--- src/rtl/fetch_sequencer_pkg.sv ---
// Shared encodings for the instruction-fetch sequencer: state codes,
// the two locally executed opcodes and the Moore control decode.
package fetch_sequencer_pkg;

  typedef enum logic [2:0] {
    S_IDLE   = 3'd0,
    S_ADDR   = 3'd1,
    S_LATCH  = 3'd2,
    S_JADDR  = 3'd3,
    S_JLOAD  = 3'd4,
    S_HALTED = 3'd5
  } state_t;

  localparam logic [3:0] OP_JMP = 4'hF;
  localparam logic [3:0] OP_HLT = 4'hE;

  typedef struct packed {
    logic pc_l;
    logic pc_e;
    logic fetch_e;
    logic busy;
    logic halted;
  } ctrl_t;

  // Control levels that belong to a state; depend on nothing but the state.
  function automatic ctrl_t ctrl_for(input state_t s);
    ctrl_t c;
    c = '0;
    case (s)
      S_ADDR:   c.busy = 1'b1;
      S_LATCH:  begin
        c.busy    = 1'b1;
        c.fetch_e = 1'b1;
        c.pc_e    = 1'b1;
      end
      S_JADDR:  c.busy = 1'b1;
      S_JLOAD:  begin
        c.busy = 1'b1;
        c.pc_l = 1'b1;
      end
      S_HALTED: c.halted = 1'b1;
      default:  c = '0;
    endcase
    return c;
  endfunction

endpackage

--- src/rtl/fetch_sequencer.sv ---
// Instruction-fetch control FSM: drives the program counter and fetch
// register, executes two-byte jumps and HLT locally, and strobes every
// other instruction byte downstream.
module fetch_sequencer
  import fetch_sequencer_pkg::*;
(
  input  logic        CLK,
  input  logic        R,
  input  logic        start,
  input  logic        halt_req,
  input  logic [7:0]  instr,
  output logic        pc_L,
  output logic        pc_E,
  output logic [11:0] pc_D,
  output logic        fetch_E,
  output logic [7:0]  ir,
  output logic        instr_valid,
  output logic        busy,
  output logic        halted
);

  state_t     state;
  state_t     state_nx;
  logic       halt_pend;
  logic       pend_now;
  logic [3:0] jmp_nib;
  ctrl_t      ctrl_nx;

  // Next-state decode; a halt request arriving in the current busy cycle
  // already counts for the instruction boundary at the end of this cycle.
  always_comb begin
    pend_now = halt_pend | (halt_req & busy);
    state_nx = state;
    case (state)
      S_IDLE:   if (start) state_nx = S_ADDR;
      S_ADDR:   state_nx = S_LATCH;
      S_LATCH: begin
        if (instr[7:4] == OP_JMP)      state_nx = S_JADDR;
        else if (instr[7:4] == OP_HLT) state_nx = S_HALTED;
        else                           state_nx = pend_now ? S_IDLE : S_ADDR;
      end
      S_JADDR:  state_nx = S_JLOAD;
      S_JLOAD:  state_nx = pend_now ? S_IDLE : S_ADDR;
      S_HALTED: if (start) state_nx = S_ADDR;
      default:  state_nx = S_IDLE;
    endcase
    ctrl_nx = ctrl_for(state_nx);
  end

  // State register with registered Moore controls, so pc_L never glitches
  // into the counter's asynchronous load.
  always_ff @(posedge CLK or posedge R) begin
    if (R) begin
      state       <= S_IDLE;
      pc_L        <= 1'b0;
      pc_E        <= 1'b0;
      fetch_E     <= 1'b0;
      busy        <= 1'b0;
      halted      <= 1'b0;
      halt_pend   <= 1'b0;
      jmp_nib     <= 4'h0;
      pc_D        <= 12'h000;
      ir          <= 8'h00;
      instr_valid <= 1'b0;
    end else begin
      state       <= state_nx;
      pc_L        <= ctrl_nx.pc_l;
      pc_E        <= ctrl_nx.pc_e;
      fetch_E     <= ctrl_nx.fetch_e;
      busy        <= ctrl_nx.busy;
      halted      <= ctrl_nx.halted;
      instr_valid <= 1'b0;

      if (state_nx == S_IDLE)   halt_pend <= 1'b0;
      else if (halt_req & busy) halt_pend <= 1'b1;

      case (state)
        S_LATCH: begin
          if (instr[7:4] == OP_JMP) begin
            jmp_nib <= instr[3:0];
          end else if (instr[7:4] != OP_HLT) begin
            ir          <= instr;
            instr_valid <= 1'b1;
          end
        end
        S_JADDR: pc_D <= {jmp_nib, instr};
        default: ;
      endcase
    end
  end

endmodule

--- config.mk ---
export PLATFORM = sky130hd
export DESIGN_NAME = fetch_sequencer
export DESIGN_NICKNAME = d
export VERILOG_FILES = /design/src/rtl/fetch_sequencer_pkg.sv /design/src/rtl/fetch_sequencer.sv
export SDC_FILE = /design/constraint.sdc
export NUM_CORES = 1
export LEC_CHECK = 0
export BUFFER_PORTS_ARGS = -buffer_cell sky130_fd_sc_hd__clkbuf_2
export CAP_MARGIN = 20
export CORE_MARGIN = 2
export CORE_UTILIZATION = 50
export DETAILED_ROUTE_END_ITERATION = 8
export GPL_TIMING_DRIVEN = 0
export PLACE_DENSITY = 0.77
export SETUP_SLACK_MARGIN = 0.2
export SYNTH_ARGS = -nofsm -noshare
export SYNTH_HDL_FRONTEND = slang
export SYNTH_SLANG_ARGS = --single-unit
--- constraint.sdc ---
create_clock -name CLK -period 3.15 [get_ports CLK]
set_input_delay 0.63 -clock CLK [delete_from_list [all_inputs] [get_ports CLK]]
set_output_delay 0.63 -clock CLK [all_outputs]
set_load 0.02 [all_outputs]
## Yosys cells after proc, flatten, opt, wreduce, memory -nomap -nowiden

Index checks and enable logic that the tools add are counted.

| storage, ports and cells | value |
|---|---|
| register bits after elaboration | 34 |
| bits of input ports | 12 |
| output and inout port bits | 26 |
| word-level logic and storage cells | 48 |

| operators by class | value |
|---|---|
| eq/ne operators | 13 |
| multiplexer cells | 14 |
| bitwise gates (word level) | 3 |
| reduce and logical (&&, ||, !) cells | 7 |

Operator list:

| cell | count |
|---|---|
| 3-bit one-hot mux with 5 select lines | 1 |
| 3-bit by 2-bit equality test with 1-bit output (second input constant) | 4 |
| 3-bit equality test (second input constant) | 4 |
| 1-bit two-way mux | 9 |
| 3-bit two-way mux | 3 |
| 4-bit equality test (second input constant) | 2 |
| 3-bit by 1-bit equality test with 1-bit output (second input constant) | 2 |
| 3-bit zero test | 2 |
| 4-bit inequality test (second input constant) | 1 |
| 4-bit OR reduction | 1 |
| 3-bit AND reduction | 1 |
| 2-bit two-way mux | 1 |
| 2-bit AND reduction | 1 |
| 2-bit nonzero test | 1 |
| 2-bit OR reduction | 1 |
| 1-bit AND | 1 |
| 1-bit inverter | 1 |
| 1-bit OR | 1 |

## Longest topological paths before layout

| depth | value |
|---|---|
| word-level depth | 9 |
| gate-level depth with buffers | 6 |
| mapped depth without buffers | 5 |

## Worst setup path before layout

No wires, ideal clock.

| timing | value |
|---|---|
| kind | input to register |
| start | in instr[7] |
| end | reg busy |
| setup time | 0.141 ns |
| arrival time | 1.387 ns |
| data required time | 3.009 ns |
| slack | 1.622 ns |
| stages | 4 |
| buffers on the path | 0 |
| cell sequence | nand3_1 -> o311a_1 -> nor2_1 -> a31oi_1 |

RTL lines:

| element | line | RTL |
|---|---|---|
| from (decl) | fetch_sequencer.sv:11 | `input logic [7:0] instr,` |
| to (signal assigned) | fetch_sequencer.sv:70 | `busy <= ctrl_nx.busy;` |
| to (decl) | fetch_sequencer.sv:18 | `output logic busy,` |

## Final worst setup path

| timing | value |
|---|---|
| start | reg state[0] |
| end | reg jmp_nib[0] |

| on the way | value |
|---|---|
| cells in the longest elaborated chain, start to end | 2 |

RTL lines:

| element | line | RTL |
|---|---|---|
| from (decl) | fetch_sequencer.sv:22 | `state_t state;` |
| from (signal assigned) | fetch_sequencer.sv:66 | `state <= state_nx;` |
| 3-bit by 2-bit equality test with 1-bit output | fetch_sequencer.sv:77 | `case (state)` |
| 2-bit AND reduction (no line) | - |  |
| to (signal assigned) | fetch_sequencer.sv:80 | `jmp_nib <= instr[3:0];` |
| to (decl) | fetch_sequencer.sv:26 | `logic [3:0] jmp_nib;` |

No other way between the ends.
A chain may end at the register's enable or synchronous reset.

==> results_dict.tcl <==
set metrics [dict create \
    outcome "finished clean" \
    critPathKind "reg2reg" \
    diodes 0 \
    port-buffer-count 37 \
    slew_viol_final 0 \
    numCtsBuffers 5 \
    slowest_stage "dfrtp_1" \
    drive_above_1_share_pct 30.99 \
    dieArea_mm2 0.003083 \
    ys_ff_latch 33 \
    async_flop_share_pct 100.0 \
    synth_top_family_by_area "simple AND/OR/NAND/NOR gates" \
    fill_cells 216 \
    syn-cell-area_mm2 0.001328 \
    drt_iter0_drc 18 \
    clock.fmax_mhz 614.2 \
    synth_compound_area_share_pct 7.352 \
    synthAdderAreaFrac_pct 0 \
    min-delay-path-class "in2async" \
    gp_congestion 0.8095 \
    grt_antenna_before_repair 0 \
    vias_per_cell 5.194 \
    startpoint "state[0]" \
    vias 1044 \
    area_growth_pct 22.53 \
    worst_slack_ns 1.522 \
    crit_path_end_kind "flop" \
    dpl_worst_slack_ns 1.333 \
    cap_viol_max_count 0 \
    postSynthNetCount 137 \
    synth-simple-area-share_pct 22.53 \
    totalWireLength_um 2741 \
    fin_crit_ns 1.628 \
    critPathRequiredTime_ns 3.38 \
    post-route-util_pct 65.07 \
    cts-root-buf "clkbuf_4" \
    initial_core_util_pct 53.10 \
    grt_max_degree 26 \
    synth.area.mux_share_pct 4.524 \
    yosysSeqAreaShare_pct 62.21 \
    reg2reg_from "state[0]" \
    ctsResizeCount 0 \
    ys.flop_type "dfrtp_1" \
    cp_num_cells 5 \
    cts_tree "yes" \
    crit_buf_inv 1 \
    ys.warnings.count 0 \
    clkTransAtPathRegs_ns 0.09 \
    syn_area_per_cell_um2 10.62 \
    finalClockSkew_ns 0.004302 \
    worstMarginPinSlew_ns 0.4595 \
    die_height_um 55.53 \
    rows 18 \
    hold_viol_final 0 \
    finalInstanceArea_mm2 0.001627 \
    synth-xor-area-share_pct 0 \
    nNetsFinal 182 \
    maxSlewHeadroom_pct 69.37 \
    place_area_mm2 0.001578 \
    setup_viol 0 \
    hold_buffers 0 \
    period_share_pct 51.69 \
    crit_chain "or3b_1 > buf_6 > nor2_4 > nand2_4 > mux2_4" \
    io_pins 38 \
    firstDrtPassIters 4 \
    synth_edf_count 0 \
    synth_cells 125 \
    ir_drop_uv 637.1 \
    cts_setup_buffers 0 \
    total_power_mw 1.692 \
    r2r-end "jmp_nib[0]" \
    clockBufferDepth 2 \
    grt_pass1_vias 1055 \
    htreeDepth 2 \
    grt_pass1_wl_um 4747 \
    worstPathMaxFanout 8 \
    path_delay_family "simple AND/OR/NAND/NOR gates" \
    rsz0062_at_grt "no" \
    drcViolationCount 0 \
    dp_hpwl_um 2045 \
    grt-ovfl-total 0 \
    die_w_um 55.53 \
    reg2reg_depth 5 \
    clock_latency_ns 0.34 \
    wl_per_cell_um 13.64 \
    critPathCapture "jmp_nib[0]" \
    clock_sinks 33 \
    cp_data_arrival_time_ns 1.86 \
    ant_nets 0 \
    slowest_delay_ns 0.46 \
    powerDensity_mw_per_mm2 1040 \
    core_mm2 0.002500 \
    reg2reg_slack_ns 1.52 \
    track_usage_pct 20.18 \
    start_kind "flop" \
    synthDistinctLibCells 25 \
    cellLeakagePower_nw 0.9119 \
    fin_setup_tns_ns 0 \
]
registers in the layout (all words and copies together), names as in the netlist:
register and cells:
fetch_E 1, jmp_nib 4, instr_valid 1, state 3, ir 8, pc_D 12, busy 1, halted 1
halt_pend 1, pc_L 1
per-stage QoR:
| step | cells | hold slack (ns) |
|---|---|---|
| 2_1_floorplan | 125 | 0.4390 |
| 6_report | 201 | 0.2429 |
| 3_3_place_gp | 192 | 0.4588 |
| 3_5_place_dp | 193 | 0.4608 |
| 4_1_cts | 201 | 0.2424 |
| 5_1_grt | 201 | 0.2588 |
worst min path at each step:
stage	start	endpoint	cells after the start	slack, ns
global placement	pc_D[0]	pc_D[0]	2	0.46
floorplan	jmp_nib[2]	pc_D[10]	2	0.44
detailed placement	jmp_nib[0]	pc_D[8]	2	0.46
CTS	R	pc_D[9]	2	0.24
global route	R	pc_D[11]	2	0.26
finish	R	fetch_E	2	0.24
per-layer routing:
| metal | GRT usage (%) | wire length [um] |
|---|---|---|
| met1 | 23.79 | 1094 |
| met2 | 32.99 | 1435 |
| met3 | 4.918 | 139 |
| met4 | 12.54 | 71 |
| met5 | 0 | 0 |
final cells by class:
class / instances / area (um2) / area share [%]
Inverter: 5 / 18.77 / 1.154
Timing Repair Buffer: 38 / 212.7 / 13.08
Clock buffer: 8 / 48.80 / 3.000
Tap cell: 30 / 37.54 / 2.308
Multi-Input combinational cell: 83 / 456.7 / 28.08
Buffer: 4 / 26.28 / 1.615
Sequential cell: 33 / 825.8 / 50.77
logic make-up after synthesis:
family	count (synthesis)
flops	33
mux	4
simple gates	65
compound gates	14
buf+inv	9
cells in the mapped netlist, types with 2 or more instances:
library cell  count  area (um2)
mux2_4            4       60.06
nand2b_1          2       12.51
nand2_1          52       195.2
o21ai_0           2       10.01
a31oi_1           2       12.51
inv_1             4       15.01
o311a_1           2       20.02
a21oi_1           4       20.02
dfrtp_1          33       825.8
nor2_1            2       7.510
o22a_1            4       35.03
cells in the final DEF (no fill, tap or decap), drive strengths merged:
master   instances
nand3            1
dfrtp           33
nor3b            1
nor2             3
nand4bb          1
mux2             4
a21oi            4
nand2b           3
inv              5
o21ai            2
or3b             1
nand3b           1
clkbuf          46
a31oi            2
nand2           53
o22a             4
or2b             1
buf              4
o311a            2
power breakdown:
part | switching, mW | internal, mW
Clock | 0.136 | 0.0888
Combinational | 0.458 | 0.281
Sequential | 0.118 | 0.611
Total | 0.711 | 0.981
Note: power is estimated with default switching activity, not from simulation.
